[config.mk]
export PLATFORM = sky130hd
export DESIGN_NAME = nes_controller_emulator
export DESIGN_NICKNAME = d
export VERILOG_FILES = /design/src/rtl/nes_controller_emulator.sv
export SDC_FILE = /design/constraint.sdc
export NUM_CORES = 1
export LEC_CHECK = 0
export CORE_ASPECT_RATIO = 0.75
export CORE_MARGIN = 2
export CORE_UTILIZATION = 45
export CTS_CLUSTER_DIAMETER = 60
export DETAILED_ROUTE_END_ITERATION = 12
export PLACE_DENSITY = 0.71
export SLEW_MARGIN = 20
export SYNTH_ARGS = -nofsm -noshare
export SYNTH_HDL_FRONTEND = slang
export SYNTH_SLANG_ARGS = --single-unit
[constraint.sdc]
create_clock -name i_clk -period 1.36 [get_ports i_clk]
set_input_delay 0.136 -clock i_clk [delete_from_list [all_inputs] [get_ports i_clk]]
set_output_delay 0.136 -clock i_clk [all_outputs]
set_load 0.01 [all_outputs]
[src/rtl/nes_controller_emulator.sv]
`timescale 1ns/1ps
// nes_controller_emulator
//   Pad-side responder for the NES/SNES latch/clock serial protocol. Behaves
//   like a 4021 shift-register pad: while the host holds latch high the
//   parallel button state is loaded continuously. Once latch drops, each
//   rising edge of the host clock presents the next button on the data line.
//   Host pins are asynchronous, so each pin is synchronised and glitch
//   filtered before any edge is acted upon.
//
// Parameters
//   NUM_BITS      bits per poll (8 = NES, 16 = SNES, at most 16)
//   SYNC_STAGES   synchroniser depth on both host pins (at least 2)
//   FILTER_CYCLES consecutive differing synced samples needed to flip a level
//   FILL_LEVEL    data level driven after all NUM_BITS have been shifted out
//
// Ports
//   i_clk          system clock
//   i_rst_n        asynchronous reset, active low
//   i_buttons      button state, 1 = pressed, bit0 = A (synchronous to i_clk)
//   i_nes_latch    host latch, asynchronous, active high
//   i_nes_clk      host shift clock, asynchronous, idles high
//   o_nes_data     serial data, active low (pressed drives 0)
//   o_poll_strobe  one-cycle pulse when an accepted latch falling edge starts a poll
//   o_shift_active high while bits are being shifted out
//   o_bit_index    bits shifted since the last latch, saturates at NUM_BITS
module nes_controller_emulator #(
  parameter int NUM_BITS      = 8,
  parameter int SYNC_STAGES   = 2,
  parameter int FILTER_CYCLES = 2,
  parameter bit FILL_LEVEL    = 1'b0
) (
  input  logic                i_clk,
  input  logic                i_rst_n,
  input  logic [NUM_BITS-1:0] i_buttons,
  input  logic                i_nes_latch,
  input  logic                i_nes_clk,
  output logic                o_nes_data,
  output logic                o_poll_strobe,
  output logic                o_shift_active,
  output logic [4:0]          o_bit_index
);

  localparam int         CW         = $clog2(FILTER_CYCLES + 1);
  localparam logic [CW-1:0] CNT_LAST = CW'(FILTER_CYCLES - 1);
  localparam logic [CW-1:0] CNT_ONE  = CW'(1);
  localparam logic [4:0] LAST_INDEX = 5'(NUM_BITS - 1);

  // Channel 0 is latch (idles low), channel 1 is the host clock (idles high).
  localparam logic [1:0] IDLE_LEVELS = 2'b10;

  typedef enum logic [1:0] {
    S_IDLE,
    S_LATCHED,
    S_SHIFTING,
    S_DONE
  } state_t;

  logic [1:0]                  w_pins;
  logic [1:0][SYNC_STAGES-1:0] r_sync;
  logic [1:0]                  r_filt;
  logic [1:0][CW-1:0]          r_cnt;
  logic                        r_clkPrev;
  logic                        w_latch;
  logic                        w_clkRise;

  state_t                      r_state;
  state_t                      w_nextState;
  logic                        w_load;
  logic                        w_shift;
  logic                        w_strobe;
  logic                        w_lastShift;

  logic [NUM_BITS-1:0]         r_shreg;
  logic [4:0]                  r_bitIndex;
  logic                        r_data;
  logic                        r_pollStrobe;

  assign w_pins = {i_nes_clk, i_nes_latch};

  // Synchroniser chain plus glitch filter per pin. The filtered level only
  // moves after FILTER_CYCLES back-to-back synced samples disagree with it;
  // any agreeing sample restarts the count.
  always_ff @(posedge i_clk or negedge i_rst_n) begin
    if (!i_rst_n) begin
      r_sync[0] <= '0;
      r_sync[1] <= '1;
      r_filt    <= IDLE_LEVELS;
      r_cnt     <= '0;
      r_clkPrev <= 1'b1;
    end else begin
      for (int ch = 0; ch < 2; ch++) begin
        r_sync[ch] <= {r_sync[ch][SYNC_STAGES-2:0], w_pins[ch]};
        if (r_sync[ch][SYNC_STAGES-1] != r_filt[ch]) begin
          if (r_cnt[ch] == CNT_LAST) begin
            r_filt[ch] <= ~r_filt[ch];
            r_cnt[ch]  <= '0;
          end else begin
            r_cnt[ch] <= r_cnt[ch] + CNT_ONE;
          end
        end else begin
          r_cnt[ch] <= '0;
        end
      end
      r_clkPrev <= r_filt[1];
    end
  end

  assign w_latch     = r_filt[0];
  assign w_clkRise   = r_filt[1] & ~r_clkPrev;
  assign w_lastShift = (r_bitIndex == LAST_INDEX);

  // State register.
  always_ff @(posedge i_clk or negedge i_rst_n) begin
    if (!i_rst_n) begin
      r_state <= S_IDLE;
    end else begin
      r_state <= w_nextState;
    end
  end

  // Next-state and control decode. A high latch overrides everything,
  // including a host clock edge arriving in the same cycle.
  always_comb begin
    w_nextState = r_state;
    w_load      = 1'b0;
    w_shift     = 1'b0;
    w_strobe    = 1'b0;
    if (w_latch) begin
      w_nextState = S_LATCHED;
      w_load      = 1'b1;
    end else begin
      case (r_state)
        S_LATCHED: begin
          w_nextState = S_SHIFTING;
          w_strobe    = 1'b1;
        end
        S_SHIFTING: begin
          if (w_clkRise) begin
            w_shift = 1'b1;
            if (w_lastShift) begin
              w_nextState = S_DONE;
            end
          end
        end
        default: begin
        end
      endcase
    end
  end

  // Shift register and registered data line. The register holds inverted
  // buttons so its LSB is directly the active-low level to present.
  always_ff @(posedge i_clk or negedge i_rst_n) begin
    if (!i_rst_n) begin
      r_shreg      <= '1;
      r_bitIndex   <= '0;
      r_data       <= 1'b1;
      r_pollStrobe <= 1'b0;
    end else begin
      r_pollStrobe <= w_strobe;
      if (w_load) begin
        r_shreg    <= ~i_buttons;
        r_bitIndex <= '0;
        r_data     <= ~i_buttons[0];
      end else if (w_shift) begin
        r_shreg    <= {FILL_LEVEL, r_shreg[NUM_BITS-1:1]};
        r_bitIndex <= r_bitIndex + 5'd1;
        r_data     <= w_lastShift ? FILL_LEVEL : r_shreg[1];
      end
    end
  end

  assign o_nes_data     = r_data;
  assign o_poll_strobe  = r_pollStrobe;
  assign o_shift_active = (r_state == S_SHIFTING);
  assign o_bit_index    = r_bitIndex;

endmodule

### Yosys cells after proc, flatten, opt, wreduce, memory -nomap -nowiden

Cells that the tools add are included.

* multiplexer cells: 21
* reduce and logical (&&, ||, !) cells: 5
* eq/ne operators: 9
* bitwise operators: 6
* add/sub/neg operators: 3

Operators with widths (count)
* 8-bit 2-to-1 mux: 2
* 2-bit 2-to-1 mux: 7
* 5-bit 2-to-1 mux: 2
* 1-bit 2-to-1 mux: 9
* 8-bit inverter: 1
* 2-bit by 1-bit equality test with 1-bit output (second input constant): 3
* 3-bit by 1-bit inequality test with 1-bit output (second input constant): 2
* 5-bit by 1-bit adder with 5-bit output (second input constant): 1
* 5-bit by 3-bit equality test with 1-bit output (second input constant): 1
* 2-bit by 1-bit adder with 2-bit output (second input constant): 2
* 1-bit inverter: 4
* 2-bit one-hot mux with 2 select lines: 1
* 2-bit AND reduction: 2
* 3-bit AND reduction: 1
* 3-bit nonzero test: 1
* 2-bit equality test (second input constant): 1
* 1-bit inequality test: 2
* 2-bit nonzero test: 1
* 1-bit AND: 1

* output and inout bits: 8
* logic and storage cells: 56
* bits of input ports: 12
* flip-flop bits (word level): 28

### Longest topological paths before layout

Gate-level depths: netlist (run 1).

* depth in word-level cells: 7
* mapped depth: 4
* mapped depth without buffers: 4

### Least setup slack after synthesis (run 1)

No wires, ideal clock.

* path kind: reg-to-reg
* from: register r_filt[1]
* to: register r_bitIndex[4], in the netlist o_bit_index[4]
* setup slack: -47 ps
* setup time: 125 ps
* period minus slack after synthesis: 1407 ps
* data arrival time: 1282 ps
* path buffers: 1
* data required time: 1235 ps
* cell stages (with the launch flop): 5
* path through: dfstp_2 -> and4bb_1 -> buf_4 -> nand4_2 -> mux2_4

* word-level cells in the longest chain between the ends: 5

RTL lines
* start, declared: RTL line 60 `logic [1:0] r_filt;`
* start signal, assigned by index: RTL line 95 `r_filt[ch] <= ~r_filt[ch];`
* 1-bit AND: RTL line 109 `assign w_clkRise = r_filt[1] & ~r_clkPrev;`
* 1-bit 2-to-1 mux: RTL line 138 `if (w_clkRise) begin`
* 1-bit 2-to-1 mux: RTL line 132 `case (r_state)`
* 1-bit 2-to-1 mux: RTL line 128 `if (w_latch) begin`
* 2-bit nonzero test (no line)
* end signal, assigned: RTL line 167 `r_bitIndex <= r_bitIndex + 5'd1;`
* end, declared: RTL line 74 `logic [4:0] r_bitIndex;`

No other way between the ends.
A chain may end at the register's enable or synchronous reset.

### Worst setup path in the final report (run 1)

Ends and elaborated chain as after synthesis.

==> results.yml, run 1 <==
outcome:
  status: "complete, but fails checks"
  violations: "setup timing"
final_layout:
  diodes: 0
  fillCellCount: 196
  drive_gt1_frac: 0.363
  fin_area_sq_um: 1520
  nets: 138
  syn2layout_area_growth_pct: 35.6
setup_path:
  critPathSlowestCell: "dfstp_2"
  criticalPathCategory: "flop to flop"
  worstPathArrival_ns: 1.60
  crit_path_max_fanout: 3
  start_kind: "flop"
  path_cells: "and4bb_2 -> nand4_4 -> mux2_4"
  max_stage_delay_ns: 0.59
  worstPathRequired_ns: 1.59
  worstSetupEndpointType: "flop"
synth:
  synth_seq_area_share: 0.616
  yosys_warnings: 0
  yosysMostFrequentCell: "dfrtp_1"
  synthCells: 87
  avgSynthCellArea_sq_um: 12.9
  synth_top_family_by_area: "simple AND/OR/NAND/NOR gates"
  synth_ff_type: "dfrtp_1"
  yosysTopAreaCellShare: 0.335
  syn-cell-area_sq_um: 1120
  async_flop_share: 1.00
  synth_fa_ha_area_frac: 0.0112
  ys_top_cells_by_count: "15 x dfrtp_1, 12 x dfstp_2, 10 x mux2i_1"
  synth-simple-area-share: 0.137
  synthDistinctLibCells: 31
  synth_edf_count: 0
  synth_compound_area_frac: 0.0681
  ys_ff_latch: 27
  synth_area_leaders: "dfrtp_1 33%, dfstp_2 28%, mux2i_1 8.9%, a21oi_1 2.7%, xnor2_1 2.3%"
  synthXorXnorAreaFrac: 0.0234
  yosysTopAreaCell: "dfrtp_1"
  syn_nets: 100
  muxShareOfSynthArea: 0.113
place:
  post-dp-hpwl_um: 1420
  portBuffers: 19
  place_area_sq_um: 1400
  place_ws_ns: 0.0146
  gp_congestion: 0.701
clock_tree:
  htree_levels: 1
  clock-sinks: 27
  clock_path_buffers: 2
  cts_tree: "yes"
  clock_latency_ns: 0.32
  cts_root_buffer: "clkbuf_4"
  numCtsBuffers: 3
  clk_pin_slew_ns: 0.14
power_and_ir_drop:
  power_density_nw_per_um2: 1840
  peakVddDrop_v: 0.000932
  p_switching_uw: 885
  power.internal_mw: 1.91
  p_sw_frac: 0.316
  p_clk_frac: 0.119
  comb_power_share: 0.400
  power.leakage_nw: 0.709
  pwr-share-seq: 0.481
global_route:
  grt_overflow: 0
  grt_pass1_wl_um: 3340
  antenna_found_initial: 0
  grt_pass1_vias: 760
  grt_max_degree: 28
  track_usage: 0.162
sta:
  report.final.slew_viol_count: 0
  setup_viol: 3
  report.final.hold_viol_count: 0
  period_needed_ns: 1.37
  fin_skew_ns: 0.0106
  max_freq_ghz: 0.729
  rsz0062_at_grt: "true"
  fin_setup_tns_ns: -0.0208
  tightest_slew_ns: 0.331
  relSlewSlack: 0.779
  timing.final.ws_setup_ns: -0.0111
  post-route-period-util: 1.01
floorplan:
  num_io_pins: 20
  die_x_um: 61.6
  fp.dieH_um: 47.2
  num_rows: 15
  dieArea_sq_um: 2910
  fp.coreArea_sq_um: 2330
  start_util: 0.482
routing:
  vias: 767
  dr.pass1.iters: 4
  post_drt_wl_per_cell_um: 12.9
  ant_nets: 0
  drt_iter0_drc: 30
  wl_um: 2040
  via_per_inst: 4.85
  remaining_drc_errors: 0
flow_run:
  drv_cap: 0
worst_hold_path:
  min_path_type: "primary input to async pin"
==> metal layers <==
layer | GRT usage | share of wire
met1 | 0.181 | 0.45
met2 | 0.295 | 0.49
met3 | 0.0523 | 0.049
met4 | 0.0511 | 0.015
met5 | 0 | 0
==> critical path: cells and delay by family (launching register included) <==
family / cells / cell delay, ns
flip-flops: 1 / 0.59
multiplexers: 1 / 0.30
AND/OR/NAND/NOR: 2 / 0.38
==> placed cells by master, fill, tap and decap left out, types with 2 or more instances in the layout <==
cell / instances
or3_1: 2
nand3_1: 3
dfstp_2: 12
clkbuf_4: 3
xnor2_1: 3
clkdlybuf4s50_1: 11
nor2_1: 6
dlygate4sd2_1: 6
dfrtp_1: 13
nand2_1: 3
nor2b_1: 2
inv_1: 2
a21oi_1: 5
buf_4: 15
mux2i_1: 10
buf_6: 2
dfrtp_2: 2
o21ai_0: 3
==> through the flow <==
| step | utilization | total power [mW] | instances | hold WS (ns) |
|---|---|---|---|---|
| 6_report | 0.653 | 2.80 | 158 | 0.164 |
| 5_1_grt | 0.653 | 3.00 | 158 | 0.175 |
| 4_1_cts | 0.651 | 2.82 | 158 | 0.169 |
| 3_5_place_dp | 0.601 | 2.34 | 145 | 0.349 |
| 3_3_place_gp | 0.601 | 2.28 | 145 | 0.335 |
| 2_1_floorplan | - | 1.94 | 87 | -0.160 |
==> area by class of cell <==
type | instances | area (sq um) | share of cell area
multi-input cells | 54 | 432 | 0.284
inverters | 3 | 11.3 | 0.00741
clock buffers | 4 | 26.3 | 0.0173
repair buffers | 36 | 315 | 0.207
flip-flops and latches | 27 | 693 | 0.456
well taps | 34 | 42.5 | 0.0280
==> power groups by stage <==
stage	Sequential [mW]	Combinational, mW	Clock [mW]
global placement	1.35	0.928	0
global route	1.38	1.23	0.392
floorplan	1.37	0.577	0
detailed placement	1.38	0.958	0
CTS	1.34	1.13	0.354
finish	1.35	1.12	0.334
==> logic make-up (layout without fill, tap and decap cells) <==
group | Yosys count | count (layout)
buffers and inverters | 6 | 43
multiplexers | 12 | 12
flip-flops | 27 | 27
AND/OR/NAND/NOR | 25 | 25
XOR/XNOR | 3 | 3
adder cells (fa/ha/maj) | 1 | 1
AO/OA/AOI/OAI | 13 | 13
==> registers in the layout, indices dropped and copies added (netlist names) <==
name and flops:
o_nes_data 1, o_poll_strobe 1, r_clkPrev 1, r_shreg 7, r_sync 4, r_state 2
r_filt 2, r_cnt 4, o_bit_index 5
==> path summary, 6_finish.rpt <==
path | cells after the start | end | slack [ns] | from
max in group asynchronous | 2 | r_sync[2] | 0.89 | i_rst_n
min in group i_clk | 1 | r_sync[2] | 0.21 | i_nes_clk
worst min-delay path | 2 | o_bit_index[3] | 0.16 | i_rst_n
worst max register to register | 3 | o_bit_index[4] | -0.01 | r_filt[1]
worst max-delay path | 3 | o_bit_index[4] | -0.01 | r_filt[1]
worst min register to register | 0 | r_sync[3] | 0.37 | r_sync[2]
==> what timing repair did <==
item | 4_1_cts | 5_1_grt
setup buffers | 9 | 1
hold buffers | 0 | 0
gates resized for setup | 14 | 6
setup endpoints to repair | 10 | 13
pin swaps | 5 | 1
Note: power is estimated with default switching activity, not from simulation.
==> run 2: changes to the inputs <==
--- a/config.mk
+++ b/config.mk
@@ -7,10 +7,11 @@
 export LEC_CHECK = 0
 export CORE_ASPECT_RATIO = 0.75
 export CORE_MARGIN = 2
-export CORE_UTILIZATION = 45
+export CORE_UTILIZATION = 48
+export CTS_BUF_LIST = sky130_fd_sc_hd__clkbuf_8
 export CTS_CLUSTER_DIAMETER = 60
 export DETAILED_ROUTE_END_ITERATION = 12
-export PLACE_DENSITY = 0.71
+export PLACE_DENSITY = 0.75
 export SLEW_MARGIN = 20
 export SYNTH_ARGS = -nofsm -noshare
 export SYNTH_HDL_FRONTEND = slang
==> run 2 against run 1 <==
The run now ends clean. Clock-buffer cell count shrank 1. Routed wire length shrank 5.4%. Non-clock buffer count shrank 5. Fmax grew 0.83%. Final cell count shrank 8.9%. Highest routed layer unchanged. Critical path type unchanged. Largest power group unchanged. Critical endpoint unchanged. Critical path depth grew 1. Sequential share of layout area grew 0.53 points.
==> results.yml, run 2 (synthesis results as in run 1) <==
final_layout:
  largest_reg_flops: 7
  regMostFlops: "r_shreg"
  drive_gt1_frac: 0.328
  nets: 133
  syn2layout_area_growth_pct: 34.0
  fillCellCount: 168
  final_util: 0.667
  diodes: 0
  final_cell_mix: "13 x clkdlybuf4s50_1, 13 x dfrtp_1, 12 x dfstp_2"
worst_hold_path:
  min_path_type: "primary input to async pin"
sta:
  report.final.hold_viol_count: 0
  relSlewSlack: 0.789
  timing.final.ws_setup_ns: 0.000167
  setup_viol: 0
  post-route-period-util: 1.00
  max_freq_ghz: 0.735
  tightest_slew_ns: 0.317
  report.final.slew_viol_count: 0
  rsz0062_at_grt: "true"
  period_needed_ns: 1.36
  fin_skew_ns: 0.00633
  fin_setup_tns_ns: 0
floorplan:
  start_util: 0.498
  dieArea_sq_um: 2740
  num_rows: 15
  fp.dieH_um: 45.9
  fp.coreArea_sq_um: 2250
  num_io_pins: 20
  die_x_um: 59.8
power_and_ir_drop:
  peakVddDrop_v: 0.00104
  p_sw_frac: 0.315
  power_density_nw_per_um2: 1920
  p_switching_uw: 908
  p_clk_frac: 0.167
  comb_power_share: 0.360
  pwr-share-seq: 0.473
  power.internal_mw: 1.98
  power.leakage_nw: 0.703
  p_total_mw: 2.89
clock_tree:
  clock-sinks: 27
  clock_path_buffers: 2
  clock_latency_ns: 0.28
  holdBufCountCts: 0
  cts_root_buffer: "clkbuf_8"
  numCtsBuffers: 3
  htree_levels: 1
  cts_tree: "yes"
  clk_pin_slew_ns: 0.10
global_route:
  track_usage: 0.174
  grt_pass1_vias: 739
  antenna_found_initial: 0
  grt_pass1_wl_um: 3310
  grt_max_degree: 28
  grt_overflow: 0
place:
  gp_congestion: 0.702
  place_ws_ns: 0.0284
  portBuffers: 19
  post-dp-hpwl_um: 1350
setup_path:
  start_kind: "flop"
  criticalPathCategory: "flop to flop"
  worstPathArrival_ns: 1.54
  path_cells: "buf_6 -> and4bb_2 -> nand4_4 -> mux2_4"
  cpLargestDelayFamily: "simple AND/OR/NAND/NOR gates"
  worstSetupEndpointType: "flop"
  critPathSlowestCell: "dfrtp_1"
  timing.critical_path.buf_inv: 1
  worstPathRequired_ns: 1.54
  crit_path_max_fanout: 5
  max_stage_delay_ns: 0.40
routing:
  drt_iter0_drc: 17
  ant_nets: 0
  via_per_inst: 5.26
  dr.pass1.iters: 4
  vias: 757
  post_drt_wl_per_cell_um: 13.4
  wl_um: 1930
  remaining_drc_errors: 0
outcome:
  status: "finished, final reports clean"
flow_run:
  drv_cap: 0
## run 2: changes by cell type in the layout (fill, tap and decap cells not counted), sizes merged
cell	change
buf	-5
clkbuf	-2
clkdlybuf4s50	+2
dlygate4sd2	-2
dlymetal6s2s	+1
inv	+1
## run 2: stage by stage
step	instances	hold WS, ns	instance area (sq um)
final	144	0.201	1500
after global routing	144	0.233	1500
after CTS	143	0.211	1480
after detailed placement	135	0.342	1380
after global placement	135	0.337	1380
after floorplan	87	-0.160	1130
## run 2: timing repair
| action | 4_1_cts | 5_1_grt |
|---|---|---|
| setup endpoints to repair | 7 | 8 |
| setup buffers | 4 | 1 |
| pin swaps | 0 | 2 |
| gates resized for setup | 8 | 6 |
## run 2: path summary, 6_finish.rpt
kind | from | end | slack [ns] | depth (start not counted)
setup reg to reg | r_state[0] | o_bit_index[4] | 0.0002 | 4
min in group i_clk | i_nes_clk | r_sync[2] | 0.25 | 1
hold reg to reg | r_sync[2] | r_sync[3] | 0.36 | 0
hold / removal | i_rst_n | o_bit_index[3] | 0.20 | 2
max in group asynchronous | i_rst_n | r_sync[3] | 0.86 | 2
setup / recovery | r_state[0] | o_bit_index[4] | 0.0002 | 4
## run 2: final cells by class
class,count,area [sq um],share of cell area
sequential,27,693,0.461
multi-input combinational,54,429,0.286
timing repair buffer,31,288,0.192
clock buffer,3,41.3,0.0275
tap,25,31.3,0.0208
inverter,3,11.3,0.00749
clock inverter,1,8.76,0.00583
## run 2: power by group through the flow
stage | clock (mW) | sequential, mW | combinational, mW
final | 0.482 | 1.37 | 1.04
after global routing | 0.533 | 1.41 | 1.15
after CTS | 0.503 | 1.36 | 0.990
after detailed placement | 0 | 1.39 | 0.906
after global placement | 0 | 1.38 | 0.884
after floorplan | 0 | 1.37 | 0.577
## run 2: routing by layer
metal,track usage,share of wire
met1,0.201,0.45
met2,0.283,0.47
met3,0.0597,0.049
met4,0.107,0.024
met5,0,0
